File: config.mk
export PLATFORM = sky130hd
export DESIGN_NAME = key_fifo_ctrl_flat
export DESIGN_NICKNAME = d
export VERILOG_FILES = /design/src/rtl/key_fifo_ctrl_if.sv /design/src/rtl/key_fifo_ctrl.sv /design/src/flat_wrapper.sv
export SDC_FILE = /design/constraint.sdc
export NUM_CORES = 1
export LEC_CHECK = 0
export CAP_MARGIN = 20
export CORE_MARGIN = 2
export CORE_UTILIZATION = 30
export DETAILED_ROUTE_END_ITERATION = 10
export RECOVER_POWER = 25
export SLEW_MARGIN = 20
export SYNTH_ARGS = -nofsm -noshare
export SYNTH_HDL_FRONTEND = slang
export SYNTH_SLANG_ARGS = --single-unit
File: constraint.sdc
create_clock -name clk -period 1.9 [get_ports clk]
set_clock_uncertainty 0.1 [all_clocks]
set_input_delay 0.475 -clock clk [delete_from_list [all_inputs] [get_ports clk]]
set_output_delay 0.475 -clock clk [all_outputs]
set_load 0.05 [all_outputs]
File: src/rtl/key_fifo_ctrl_if.sv
// FIFO-side signal bundle between key_fifo_ctrl (master) and the FIFO IP (slave).
interface key_fifo_ctrl_if #(
  parameter int DW = 8
);
  logic          fifo_wrreq;
  logic [DW-1:0] fifo_data;
  logic          fifo_rdreq;
  logic          fifo_full;
  logic          fifo_empty;
  logic [DW-1:0] fifo_q;

  modport master (
    output fifo_wrreq, fifo_data, fifo_rdreq,
    input  fifo_full, fifo_empty, fifo_q
  );

  modport slave (
    input  fifo_wrreq, fifo_data, fifo_rdreq,
    output fifo_full, fifo_empty, fifo_q
  );
endinterface

File: src/rtl/key_fifo_ctrl.sv
// Turns debounced write/read key presses into single FIFO strobes, with one-deep
// press queues, full/empty rejection and a fixed read-latency wait before capture.
module key_fifo_ctrl #(
  parameter int DW        = 8,
  parameter int DATA_INIT = 0,
  parameter int RD_LAT    = 1
) (
  input  logic            clk,
  input  logic            rst_n,
  input  logic            key_wr_n,
  input  logic            key_rd_n,
  key_fifo_ctrl_if.master fifo,
  output logic [DW-1:0]   disp_data,
  output logic            disp_valid,
  output logic            err_full,
  output logic            err_empty,
  output logic            busy
);

  typedef enum logic [2:0] {
    ST_IDLE    = 3'd0,
    ST_WRITE   = 3'd1,
    ST_READ    = 3'd2,
    ST_WAIT    = 3'd3,
    ST_CAPTURE = 3'd4
  } state_t;

  localparam logic [DW-1:0] DATA_RST = DW'(DATA_INIT);
  localparam logic [2:0]    LAT_LOAD = 3'(RD_LAT - 1);

  state_t        state_q, state_d;
  logic          key_wr_prev_q, key_wr_prev_d, key_rd_prev_q, key_rd_prev_d;
  logic          wr_pend_q, wr_pend_d, rd_pend_q, rd_pend_d;
  logic [2:0]    lat_q, lat_d;
  logic          fifo_wrreq_q, fifo_wrreq_d, fifo_rdreq_q, fifo_rdreq_d;
  logic [DW-1:0] fifo_data_q, fifo_data_d, disp_data_q, disp_data_d;
  logic          disp_valid_q, disp_valid_d, err_full_q, err_full_d;
  logic          err_empty_q, err_empty_d, busy_q, busy_d;
  logic          wr_fall, rd_fall, wr_clr, rd_clr;

  // Next-state, registered-output and pending-flag logic.
  always_comb begin
    state_d       = state_q;
    key_wr_prev_d = key_wr_n;
    key_rd_prev_d = key_rd_n;
    lat_d         = lat_q;
    fifo_wrreq_d  = 1'b0;
    fifo_rdreq_d  = 1'b0;
    fifo_data_d   = fifo_data_q;
    disp_data_d   = disp_data_q;
    disp_valid_d  = 1'b0;
    err_full_d    = 1'b0;
    err_empty_d   = 1'b0;
    wr_clr        = 1'b0;
    rd_clr        = 1'b0;
    wr_fall       = key_wr_prev_q & ~key_wr_n;
    rd_fall       = key_rd_prev_q & ~key_rd_n;

    case (state_q)
      ST_IDLE: begin
        if (wr_pend_q) begin
          if (fifo.fifo_full) begin
            err_full_d = 1'b1;
            wr_clr     = 1'b1;
          end else begin
            state_d      = ST_WRITE;
            fifo_wrreq_d = 1'b1;
          end
        end else if (rd_pend_q) begin
          if (fifo.fifo_empty) begin
            err_empty_d = 1'b1;
            rd_clr      = 1'b1;
          end else begin
            state_d      = ST_READ;
            fifo_rdreq_d = 1'b1;
          end
        end else begin
          state_d = ST_IDLE;
        end
      end
      ST_WRITE: begin
        wr_clr      = 1'b1;
        fifo_data_d = fifo_data_q + DW'(1);
        state_d     = ST_IDLE;
      end
      ST_READ: begin
        rd_clr  = 1'b1;
        lat_d   = LAT_LOAD;
        state_d = ST_WAIT;
      end
      ST_WAIT: begin
        // fifo_q is valid on the edge that leaves WAIT, so capture happens here.
        if (lat_q == 3'd0) begin
          state_d      = ST_CAPTURE;
          disp_data_d  = fifo.fifo_q;
          disp_valid_d = 1'b1;
        end else begin
          lat_d = lat_q - 3'd1;
        end
      end
      ST_CAPTURE: begin
        state_d = ST_IDLE;
      end
      default: begin
        state_d = ST_IDLE;
      end
    endcase

    // A press landing while its flag is still set is dropped, including on the clearing edge.
    wr_pend_d = wr_pend_q ? ~wr_clr : wr_fall;
    rd_pend_d = rd_pend_q ? ~rd_clr : rd_fall;
    busy_d    = (state_d != ST_IDLE);
  end

  // State, key history, pending flags and output registers.
  always_ff @(posedge clk or negedge rst_n) begin
    if (!rst_n) begin
      state_q       <= ST_IDLE;
      key_wr_prev_q <= 1'b1;
      key_rd_prev_q <= 1'b1;
      wr_pend_q     <= 1'b0;
      rd_pend_q     <= 1'b0;
      lat_q         <= 3'd0;
      fifo_wrreq_q  <= 1'b0;
      fifo_rdreq_q  <= 1'b0;
      fifo_data_q   <= DATA_RST;
      disp_data_q   <= '0;
      disp_valid_q  <= 1'b0;
      err_full_q    <= 1'b0;
      err_empty_q   <= 1'b0;
      busy_q        <= 1'b0;
    end else begin
      state_q       <= state_d;
      key_wr_prev_q <= key_wr_prev_d;
      key_rd_prev_q <= key_rd_prev_d;
      wr_pend_q     <= wr_pend_d;
      rd_pend_q     <= rd_pend_d;
      lat_q         <= lat_d;
      fifo_wrreq_q  <= fifo_wrreq_d;
      fifo_rdreq_q  <= fifo_rdreq_d;
      fifo_data_q   <= fifo_data_d;
      disp_data_q   <= disp_data_d;
      disp_valid_q  <= disp_valid_d;
      err_full_q    <= err_full_d;
      err_empty_q   <= err_empty_d;
      busy_q        <= busy_d;
    end
  end

  assign fifo.fifo_wrreq = fifo_wrreq_q;
  assign fifo.fifo_rdreq = fifo_rdreq_q;
  assign fifo.fifo_data  = fifo_data_q;
  assign disp_data       = disp_data_q;
  assign disp_valid      = disp_valid_q;
  assign err_full        = err_full_q;
  assign err_empty       = err_empty_q;
  assign busy            = busy_q;

endmodule

File: src/flat_wrapper.sv
// flat-port wrapper written by rule: the top's interface ports become plain ports
module key_fifo_ctrl_flat 
#(
  parameter int DW        = 8,
  parameter int DATA_INIT = 0,
  parameter int RD_LAT    = 1
)
  (clk, rst_n, key_wr_n, key_rd_n, disp_data, disp_valid, err_full, err_empty, busy, fifo_fifo_wrreq, fifo_fifo_data, fifo_fifo_rdreq, fifo_fifo_full, fifo_fifo_empty, fifo_fifo_q);
  key_fifo_ctrl_if #(.DW(DW)) fifo_i ();
  input  logic clk;
  input  logic rst_n;
  input  logic key_wr_n;
  input  logic key_rd_n;
  output logic [DW-1:0] disp_data;
  output logic disp_valid;
  output logic err_full;
  output logic err_empty;
  output logic busy;
  output wire logic [$bits(fifo_i.fifo_wrreq)-1:0] fifo_fifo_wrreq;
  output wire logic [$bits(fifo_i.fifo_data)-1:0] fifo_fifo_data;
  output wire logic [$bits(fifo_i.fifo_rdreq)-1:0] fifo_fifo_rdreq;
  input wire logic [$bits(fifo_i.fifo_full)-1:0] fifo_fifo_full;
  input wire logic [$bits(fifo_i.fifo_empty)-1:0] fifo_fifo_empty;
  input wire logic [$bits(fifo_i.fifo_q)-1:0] fifo_fifo_q;
  assign fifo_fifo_wrreq = fifo_i.fifo_wrreq;
  assign fifo_fifo_data = fifo_i.fifo_data;
  assign fifo_fifo_rdreq = fifo_i.fifo_rdreq;
  assign fifo_i.fifo_full = fifo_fifo_full;
  assign fifo_i.fifo_empty = fifo_fifo_empty;
  assign fifo_i.fifo_q = fifo_fifo_q;
  key_fifo_ctrl #(.DW(DW), .DATA_INIT(DATA_INIT), .RD_LAT(RD_LAT)) u_core (.clk(clk), .rst_n(rst_n), .key_wr_n(key_wr_n), .key_rd_n(key_rd_n), .fifo(fifo_i), .disp_data(disp_data), .disp_valid(disp_valid), .err_full(err_full), .err_empty(err_empty), .busy(busy));
endmodule
Word-level counts from Yosys, hierarchy flattened. Index checks and enable logic that the tools add are counted. W data, S select, Z words.

Shifts and indexed selects: 0. Equal/unequal tests: 4. Divide/modulo/power cells: 0. $add $sub $neg: 2. Reduce and logical (&&, ||, !) cells: 6. Bitwise operators: 6. Muxes and demuxes: 28. $mul: 0. Order comparisons: 0.

Operator list (number): $mux W1 (18); $mux W3 (6); $pmux W3 S3 (1); $add A8 B1 Y8 const B (1); $eq A3 B2 Y1 const B (2); $logic_not A3 Y1 (2); $pmux W3 S2 (1); $not A1 Y1 (4); $pmux W1 S2 (2); $reduce_and A2 Y1 (2); $eq A3 B1 Y1 const B (1); $reduce_bool A3 Y1 (1); $sub A3 B1 Y3 const B (1); $and A1 B1 Y1 (2); $ne A2 B2 Y1 const B (1); $reduce_bool A2 Y1 (1).

Flip-flop bits (word level): 32. Memory bits (writable): 0. Output and inout port bits: 22. Latch bits: 0. Memory bits (read-only): 0. Input port bits: 14. Memories: 0. Logic and storage cells: 60.

Depth between registers and ports, before layout.
Word-level depth: 6. Depth in mapped cells: 5. Mapped depth without buffers: 5.

Worst setup path before layout. OpenSTA, ideal clock, no wires.

Path kind: reg-to-reg. Start point: reg u_core.lat_q[0]. End point: reg u_core.disp_data_q[0] (netlist: u_core.disp_data[0]). Setup slack: 362 ps. Cell stages (with the launch flop): 6. Period minus slack after synthesis: 1538 ps. Arrival: 1313 ps. Library setup time: 125 ps. Required time: 1675 ps. Cell sequence: dfrtp_1 inv_1 ha_1 nand3b_2 nor2_4 mux2_2.

Word-level cells in the longest chain between the ends: 2.

RTL lines: from (decl) (line key_fifo_ctrl.sv:34) `logic [2:0] lat_q, lat_d;`; from (signal assigned) (line key_fifo_ctrl.sv:138) `lat_q <= lat_d;`; $logic_not A3 Y1 (line key_fifo_ctrl.sv:93) `if (lat_q == 3'd0) begin`; $reduce_and A2 Y1 (no line); to (signal assigned) (line key_fifo_ctrl.sv:142) `disp_data_q <= disp_data_d;`; to (decl) (line key_fifo_ctrl.sv:36) `logic [DW-1:0] fifo_data_q, fifo_data_d, disp_data_q, disp_data_d;`.

Every way passes these cells. A chain may end at the register's enable or synchronous reset.

Worst setup path in the final report.
Start point: reg u_core.lat_q[0]. End point: reg u_core.disp_data_q[7] (netlist: u_core.disp_data[7]).

Same word-level chain as after synthesis.

==> results.py <==
metrics = {
    "logic_synthesis": {
        "synth_top_family_by_area": "simple AND/OR/NAND/NOR gates",
        "async_reset_ff_share_pct": 100,
        "synthSimpleGateAreaFrac_pct": 16.4,
        "synth_top_area_share_pct": 56.7,
        "synth_area_leaders": "dfrtp_1 57%, mux2_2 7.7%, dfstp_2 4.0%",
        "synth_xor_area_share_pct": 4.63,
        "yosys_warnings": 0,
        "synthCells": 103,
        "synth_edf_count": 0,
        "ys.flop_type": "dfrtp_1",
        "ys_types": 32,
        "syn_area_sq_um": 1320,
        "avgSynthCellArea_sq_um": 12.9,
        "ys_seq_area_share_pct": 60.7,
        "muxShareOfSynthArea_pct": 7.66,
        "ys_seq_elements": 32,
        "synthAdderAreaFrac_pct": 2.84,
        "syn_nets": 120,
        "synth_compound_area_share_pct": 5.86,
        "yosysTopAreaCell": "dfrtp_1",
    },
    "placed_design": {
        "dpl-instance-area_sq_um": 1710,
        "place_inst": 189,
        "place_congestion": 0.729,
        "place_hpwl_um": 1830,
        "dp_worst_setup_slack_ps": 216,
        "port_buffers": 35,
    },
    "timing": {
        "rsz0062_at_grt": "no",
        "slew_headroom_pct": 59.8,
        "postLayoutSetupSlackWorst_ps": 217,
        "fmax_mhz": 594,
        "worst_pin_slew_ps": 604,
        "fin_hold_ws_ps": 360,
        "setup_violations": 0,
        "hold_viol_final": 0,
        "period_share_pct": 88.6,
        "fin_crit_ps": 1680,
        "maxSlewViolCount": 0,
        "timing.setup.tns_ps": 0,
    },
    "floorplan": {
        "die_h_um": 70.4,
        "ios": 36,
        "initial_utilization_pct": 30.8,
        "dieArea_sq_um": 4960,
        "coreArea_sq_um": 4290,
        "rows": 24,
        "die-width_um": 70.4,
    },
    "pwr": {
        "power_density_nw_per_um2": 1720,
        "leakage_nw": 0.826,
        "irDropWorstVdd_uv": 540,
        "power_mw": 3.08,
    },
    "global_routing": {
        "antenna_found_initial": 0,
        "grt_pass1_vias": 928,
        "grt_usage_pct": 11.5,
        "overflow": 0,
        "grt_max_degree": 26,
        "grt_pass1_wl_um": 4400,
    },
    "final_layout": {
        "final_cell_area_sq_um": 1780,
        "layout.cells.non_filler": 197,
        "syn_to_final_growth_pct": 34.8,
        "antennaDiodeCount": 0,
        "nets": 161,
        "layout-drive-gt1-share_pct": 31.7,
        "final_util_pct": 41.6,
    },
    "cts": {
        "cts_max_level": 2,
        "cts_root_buf": "clkbuf_8",
        "cts_hold_buf": 0,
        "cts.sinks": 32,
        "clk_path_buf_depth": 2,
        "clk_pin_slew_worst_paths_ps": 60,
        "post_cts_resized": 0,
        "clkLatencyLatePin_ps": 280,
        "cts_made_buffers": 5,
        "cts_tree": "built",
        "postCtsSetupRepairBufs": 0,
    },
    "setup_path": {
        "max_stage_delay_ps": 380,
        "crit_path_end_kind": "register",
        "worstSetupPathType": "register to register",
        "crit_slowest_cell": "dfrtp_1",
        "required_ps": 1960,
        "crit_fanout": 9,
        "crit_path_cell_trace": "inv_1, ha_1, nand3b_2, nor2_4, mux2_2",
        "worstPathArrival_ps": 1750,
        "start_kind": "register",
    },
    "drt": {
        "wl_per_cell_um": 12.5,
        "drc": 0,
        "drt_iter0_markers": 28,
        "ant_nets": 0,
        "vias": 891,
        "dr.pass1.iters": 4,
        "wirelength_um": 2460,
        "viasPerCell": 4.52,
    },
    "run": {
        "drv_cap": 0,
    },
    "run_status": {
        "outcome": "completed",
    },
    "worst_hold_path": {
        "hold_path_class": "register to register",
    },
}
==> path summary, 6_finish.rpt <==
path / cells after the start / endpoint / from / slack (ps)
worst max-delay path: 5 / u_core.disp_data[7] / u_core.lat_q[0] / 220
worst min-delay path: 1 / u_core.lat_q[0] / u_core.lat_q[0] / 360
worst max register to register: 5 / u_core.disp_data[7] / u_core.lat_q[0] / 220
worst min register to register: 1 / u_core.lat_q[0] / u_core.lat_q[0] / 360
max in group asynchronous: 2 / u_core.lat_q[1] / rst_n / 370
min in group asynchronous: 1 / u_core.err_full / rst_n / 440
==> sequential cells by signal, summed over array words and instances, names as in the netlist <==
name / flops
u_core.fifo.fifo_rdreq: 1
u_core.state_q: 3
u_core.fifo.fifo_data: 8
u_core.disp_data: 8
u_core.wr_pend_q: 1
u_core.key_rd_prev_q: 1
u_core.rd_pend_q: 1
u_core.disp_valid: 1
u_core.err_full: 1
u_core.fifo.fifo_wrreq: 1
u_core.busy: 1
u_core.err_empty: 1
u_core.key_wr_prev_q: 1
u_core.lat_q: 3
==> cells in the mapped netlist, types with 3 or more instances <==
| cell | n |
|---|---|
| nand2b_1 | 3 |
| and3_1 | 3 |
| xnor2_1 | 6 |
| nor2_1 | 5 |
| a21oi_1 | 4 |
| mux2_2 | 9 |
| nor2b_1 | 3 |
| nand3_1 | 4 |
| nand2_1 | 4 |
| ha_1 | 3 |
| inv_1 | 4 |
| dfrtp_1 | 30 |
==> layout make-up <==
cell class | count | area (sq um)
inverter | 4 | 15.0
tap | 52 | 65.1
fill | 416 | 2510
clock buffer | 6 | 82.6
sequential | 32 | 803
timing repair buffer | 36 | 313
clock inverter | 2 | 10.0
multi-input combinational | 65 | 495
==> metal layers <==
layer	track usage (%)	wire length, um	vias to the layer above
li1	-	-	433
met1	13.4	1080	433
met2	17.9	1210	21
met3	4.47	130	4
met4	6.41	44	0
met5	0	0	-
==> worst max-delay path, delay by kind of cell (launching register included) <==
| family | cells | cell delay, ps |
|---|---|---|
| and+or+nand+nor | 2 | 430 |
| DFF | 1 | 380 |
| buffers and inverters | 1 | 100 |
| adders and majority gates | 1 | 210 |
| muxes | 1 | 370 |
==> where the power goes <==
group / switching (mW) / leakage [nW] / internal (mW)
combinational: 0.923 / 0.372 / 0.515
sequential: 0.209 / 0.404 / 0.907
clock: 0.235 / 0.0510 / 0.288
==> cell usage in the layout (no fill, tap or decap), types with 3 or more instances in the layout <==
master	synthesis	layout
dfrtp_1	30	30
buf_4	0	21
clkdlybuf4s50_1	0	10
mux2_2	9	9
xnor2_1	6	6
clkbuf_8	0	6
nor2_1	5	5
inv_1	4	4
nand2_1	4	4
a21oi_1	4	4
nand3_1	4	4
nor2b_1	3	3
and3_1	3	3
nand2b_1	3	3
ha_1	3	3
dlygate4sd3_1	0	3
==> logic make-up (layout without fill, tap and decap cells) <==
logic type | Yosys count | count (layout)
and+or+nand+nor | 34 | 34
AOI/OAI and AO/OA | 12 | 12
adders and majority gates | 3 | 3
DFF | 32 | 32
xor gates and xnor gates | 7 | 7
buffers and inverters | 6 | 48
muxes | 9 | 9
Note: power is estimated with default switching activity, not from simulation.
